$ cat src/rtl/down_counter_timer_pkg.sv
// Shared types and constants for the loadable down-counting timer.
package timer_pkg;

    localparam int DEFAULT_WIDTH = 4;

    typedef enum logic [1:0] {
        IDLE   = 2'b00,
        ARMED  = 2'b01,
        RUN    = 2'b10,
        PAUSED = 2'b11
    } timer_state_t;

endpackage : timer_pkg

$ cat src/rtl/down_counter_timer_if.sv
// Valid/ready load channel carrying the timer start/reload value.
interface down_counter_timer_if
    import timer_pkg::*;
#(
    parameter int WIDTH = DEFAULT_WIDTH
);

    logic             load_valid;
    logic [WIDTH-1:0] load_value;
    logic             load_ready;

    modport master (
        output load_valid,
        output load_value,
        input  load_ready
    );

    modport slave (
        input  load_valid,
        input  load_value,
        output load_ready
    );

endinterface : down_counter_timer_if

$ cat src/rtl/down_counter_timer.sv
// Loadable down-counting timer with start/stop control, one-cycle done pulse
// at terminal count and optional auto-reload for periodic ticks.
module down_counter_timer
    import timer_pkg::*;
#(
    parameter int WIDTH = DEFAULT_WIDTH
) (
    input  logic                  clk,
    input  logic                  reset,
    down_counter_timer_if.slave   load,
    input  logic                  start,
    input  logic                  stop,
    input  logic                  auto_reload,
    output logic [WIDTH-1:0]      count,
    output logic                  busy,
    output logic                  done
);

    localparam logic [WIDTH-1:0] ZERO = '0;
    localparam logic [WIDTH-1:0] ONE  = WIDTH'(1'b1);

    timer_state_t     state_q, state_d;
    logic [WIDTH-1:0] count_q, count_d;
    logic [WIDTH-1:0] reload_q, reload_d;
    logic             done_q, done_d;
    logic             load_fire_s;
    logic             load_nonzero_s;

    assign load.load_ready = (state_q == IDLE) || (state_q == ARMED);
    assign load_fire_s     = load.load_valid && load.load_ready;
    assign load_nonzero_s  = load.load_value != ZERO;

    // State, counter, reload and done registers.
    always_ff @(posedge clk or negedge reset) begin
        if (!reset) begin
            state_q  <= IDLE;
            count_q  <= ZERO;
            reload_q <= ZERO;
            done_q   <= 1'b0;
        end else begin
            state_q  <= state_d;
            count_q  <= count_d;
            reload_q <= reload_d;
            done_q   <= done_d;
        end
    end

    // Next-state and datapath decisions; done defaults low so it is a single-cycle pulse.
    always_comb begin
        state_d  = state_q;
        count_d  = count_q;
        reload_d = reload_q;
        done_d   = 1'b0;

        case (state_q)
            IDLE: begin
                if (load_fire_s && load_nonzero_s) begin
                    count_d  = load.load_value;
                    reload_d = load.load_value;
                    state_d  = ARMED;
                end else begin
                    state_d  = IDLE;
                end
            end

            ARMED: begin
                // Any accepted load, even a discarded zero, takes priority over start.
                if (load_fire_s) begin
                    if (load_nonzero_s) begin
                        count_d  = load.load_value;
                        reload_d = load.load_value;
                    end else begin
                        count_d  = count_q;
                    end
                end else if (start) begin
                    state_d = RUN;
                end else begin
                    state_d = ARMED;
                end
            end

            RUN: begin
                if (stop) begin
                    state_d = PAUSED;
                end else if (count_q > ONE) begin
                    count_d = count_q - ONE;
                end else if (count_q == ONE) begin
                    done_d = 1'b1;
                    if (auto_reload) begin
                        count_d = reload_q;
                    end else begin
                        count_d = ZERO;
                        state_d = IDLE;
                    end
                end else begin
                    count_d = ZERO;
                    state_d = IDLE;
                end
            end

            PAUSED: begin
                if (stop) begin
                    count_d = ZERO;
                    state_d = IDLE;
                end else if (start) begin
                    state_d = RUN;
                end else begin
                    state_d = PAUSED;
                end
            end

            default: begin
                count_d = ZERO;
                state_d = IDLE;
            end
        endcase
    end

    assign count = count_q;
    assign busy  = (state_q == RUN);
    assign done  = done_q;

endmodule : down_counter_timer

$ cat src/flat_wrapper.sv
// flat-port wrapper written by rule: the top's interface ports become plain ports
module down_counter_timer_flat import timer_pkg::*;
#(
    parameter int WIDTH = DEFAULT_WIDTH
)
  (clk, reset, start, stop, auto_reload, count, busy, done, load_load_valid, load_load_value, load_load_ready);
  down_counter_timer_if #(.WIDTH(WIDTH)) load_i ();
  input  logic clk;
  input  logic reset;
  input  logic start;
  input  logic stop;
  input  logic auto_reload;
  output logic [WIDTH-1:0] count;
  output logic busy;
  output logic done;
  input wire logic [$bits(load_i.load_valid)-1:0] load_load_valid;
  input wire logic [$bits(load_i.load_value)-1:0] load_load_value;
  output wire logic [$bits(load_i.load_ready)-1:0] load_load_ready;
  assign load_i.load_valid = load_load_valid;
  assign load_i.load_value = load_load_value;
  assign load_load_ready = load_i.load_ready;
  down_counter_timer #(.WIDTH(WIDTH)) u_core (.clk(clk), .reset(reset), .load(load_i), .start(start), .stop(stop), .auto_reload(auto_reload), .count(count), .busy(busy), .done(done));
endmodule
$ cat config.mk
export PLATFORM = sky130hd
export DESIGN_NAME = down_counter_timer_flat
export DESIGN_NICKNAME = d
export VERILOG_FILES = /design/src/rtl/down_counter_timer_pkg.sv /design/src/rtl/down_counter_timer_if.sv /design/src/rtl/down_counter_timer.sv /design/src/flat_wrapper.sv
export SDC_FILE = /design/constraint.sdc
export NUM_CORES = 1
export LEC_CHECK = 0
export ABC_AREA = 1
export CAP_MARGIN = 25
export CELL_PAD_IN_SITES_DETAIL_PLACEMENT = 1
export CELL_PAD_IN_SITES_GLOBAL_PLACEMENT = 2
export CORE_MARGIN = 8
export CORE_UTILIZATION = 28
export CTS_CLUSTER_SIZE = 25
export DETAILED_ROUTE_END_ITERATION = 10
export HOLD_SLACK_MARGIN = 0.06
export MAX_ROUTING_LAYER = met4
export PLACE_DENSITY_LB_ADDON = 0.15
export SLEW_MARGIN = 25
export SYNTH_ARGS = -nofsm -noshare
export SYNTH_HDL_FRONTEND = slang
export SYNTH_SLANG_ARGS = --single-unit
$ cat constraint.sdc
create_clock -name clk -period 2.5 [get_ports clk]
set_clock_uncertainty 0.1 [all_clocks]
set_input_delay 0.5 -clock clk [delete_from_list [all_inputs] [get_ports clk]]
set_output_delay 0.5 -clock clk [all_outputs]
set_load 0.01 [all_outputs]
==> flow_summary.json <==
{
  "fmax_mhz": 457,
  "vias": 774,
  "n_fill_cell": 352,
  "synth_area_leaders": "dfrtp_1 35%, nand2_1 20%, nand3_1 9.6%",
  "async_reset_ff_share_pct": 100,
  "htree_num_levels": 1,
  "row_count": 19,
  "grt_use_total_pct": 11.0,
  "insertion_delay_ns": 0.27,
  "post_cts_buffers": 0,
  "maxSlewViolCount": 0,
  "fin_nets": 148,
  "rsz0062_at_grt": "false",
  "wl_mm": 2.20,
  "setup_viol": 0,
  "synth_xor_area_share_pct": 1.12,
  "fin_crit_sh_pct": 87.5,
  "yosys-mux-area-fraction_pct": 0,
  "instances_no_fill": 166,
  "synthesis.area_um2": 782,
  "syn_nets": 127,
  "cts.reportedPaths.clkPinSlew_ns": 0.08,
  "clock_sinks": 11,
  "core_mm2": 0.00271,
  "cts_tree": "built",
  "cts_root_buffer": "clkbuf_4",
  "ioPinCount": 17,
  "grt_pass1_wl_mm": 3.62,
  "dp.cells": 162,
  "finalHoldViolCount": 0,
  "power_density_mw_per_mm2": 1110,
  "grt_overflow_total": 0,
  "synth_cell_types": 17,
  "syn_inst": 115,
  "synth_compound_area_share_pct": 5.12,
  "worstMarginPinSlew_ns": 0.529,
  "fin_util_pct": 37.2,
  "cellLeakagePower_nw": 0.514,
  "yosys.area_share.simple_pct": 48.2,
  "arrival_ns": 1.59,
  "routabilityCongestion": 0.786,
  "die_x_um": 68.8,
  "synth_top_family_by_area": "simple AND/OR/NAND/NOR gates",
  "ant_nets": 0,
  "ctsHoldBuffers": 0,
  "finalPower_mw": 1.12,
  "worstSetupStartpointType": "flip-flop",
  "hold_ws_ns": 0.391,
  "numCtsBuffers": 3,
  "synth_edf_count": 0,
  "dp_slack_ns": 0.598,
  "syn2layout_area_growth_pct": 28.8,
  "status": "finished clean",
  "drc": 0,
  "ir_drop_uv": 466,
  "ys_warn_count": 0,
  "drv_cap": 0,
  "synth_area_leader_cell": "dfrtp_1",
  "diodes": 0,
  "ys_seq_area_share_pct": 35.2,
  "clockBufferDepth": 2,
  "wl_per_cell_um": 13.2,
  "finalCriticalPeriod_ns": 2.19,
  "syn_area_per_cell_um2": 6.80,
  "synth_top_area_share_pct": 35.2,
  "numPortBuffers": 16,
  "die_area_mm2": 0.00474,
  "post_cts_resized": 0,
  "placed_area_um2": 981,
  "setup_ws_ns": 0.314,
  "synth_most_common_cell": "nand2_1",
  "grt_pass1_vias": 791,
  "path_class": "flip-flop to output pin",
  "start_util_pct": 28.9,
  "netlist_top_cells_count": "41 x nand2_1, 15 x nand3_1, 12 x inv_1, 11 x dfrtp_1, 11 x nor2_1",
  "via_per_inst": 4.66,
  "yosys_register_bits": 11,
  "worst-path-max-fanout": 9,
  "slew_headroom_pct": 64.6,
  "hold_path_class": "flip-flop to flip-flop",
  "drt_first_pass_iters": 3,
  "hpwl_mm": 1.85,
  "end_kind": "output pin",
  "finalSetupTns_ns": 0,
  "stdcell_area_mm2": 0.00101,
  "grt_max_degree": 12,
  "synthFlopType": "dfrtp_1",
  "synth_adder_area_share_pct": 3.20,
  "drt_iter0_drc": 32,
  "layout-drive-gt1-share_pct": 11.1,
  "antenna_found_initial": 0,
  "crit_required_ns": 1.90,
  "die_height_um": 68.8
}
[state kept, by name, indices dropped and copies added, names as in the netlist]
name	cells
u_core.state_q	2
u_core.done	1
u_core.reload_q	4
u_core.count	4
[power by group]
group | total [mW] | leakage [nW] | switching (mW) | internal, mW
logic | 0.646 | 0.362 | 0.377 | 0.269
registers | 0.350 | 0.137 | 0.101 | 0.249
clock network | 0.126 | 0.0150 | 0.0646 | 0.0618
total | 1.12 | 0.514 | 0.542 | 0.581
[path summary, 6_finish.rpt]
kind,from,to,slack (ns),cells after the start
hold / removal,u_core.reload_q[1],u_core.reload_q[1],0.39,2
hold reg to reg,u_core.reload_q[1],u_core.reload_q[1],0.39,2
max in group asynchronous,reset,u_core.count[3],1.48,1
min in group asynchronous,reset,u_core.reload_q[2],0.47,1
setup / recovery,u_core.state_q[1],busy,0.31,3
setup reg to reg,u_core.count[1],u_core.state_q[1],0.78,9
[worst max-delay path, cell delays in order (launching register included)]
cell and delay, ns:
dfrtp_1 0.44, inv_2 0.14, nor2_8 0.17, clkdlybuf4s50_1 0.56
[cells in the final DEF, fill, tap and decap left out]
cell             count
dfrtp_1             11
o21ai_0              8
nor2_1              11
nor2_8               1
ha_1                 2
nand2_1             41
nand3_1             15
xnor2_1              1
clkbuf_4             3
nand2_2              3
inv_2                3
nor3_4               1
nor2_4               1
nor2_2               1
inv_1               12
nand3_2              1
nand2_4              1
nand4_1              2
clkbuf_1             1
clkdlybuf4s50_1     16
[area by class of cell]
class | instances | area [um2] | share of cell area (%)
tap | 31 | 38.8 | 3.85
multi-input combinational | 89 | 450 | 44.7
clock buffer | 4 | 26.3 | 2.61
sequential | 11 | 275 | 27.3
timing repair buffer | 16 | 160 | 15.9
inverter | 15 | 56.3 | 5.59
[routing by layer]
layer | track usage, % | share of wire (%)
met5 | - | 0
met4 | 8.27 | 3.0
met3 | 1.45 | 2.2
met2 | 16.3 | 46
met1 | 13.3 | 49
[kinds of logic (layout without fill, tap and decap cells)]
logic type | Yosys count | in the layout
AND/OR/NAND/NOR | 78 | 78
buffers and inverters | 15 | 35
flip-flops | 11 | 11
AO/OA/AOI/OAI | 8 | 8
adder cells (fa/ha/maj) | 2 | 2
XOR/XNOR | 1 | 1
Power figures use the tool's default switching activity.
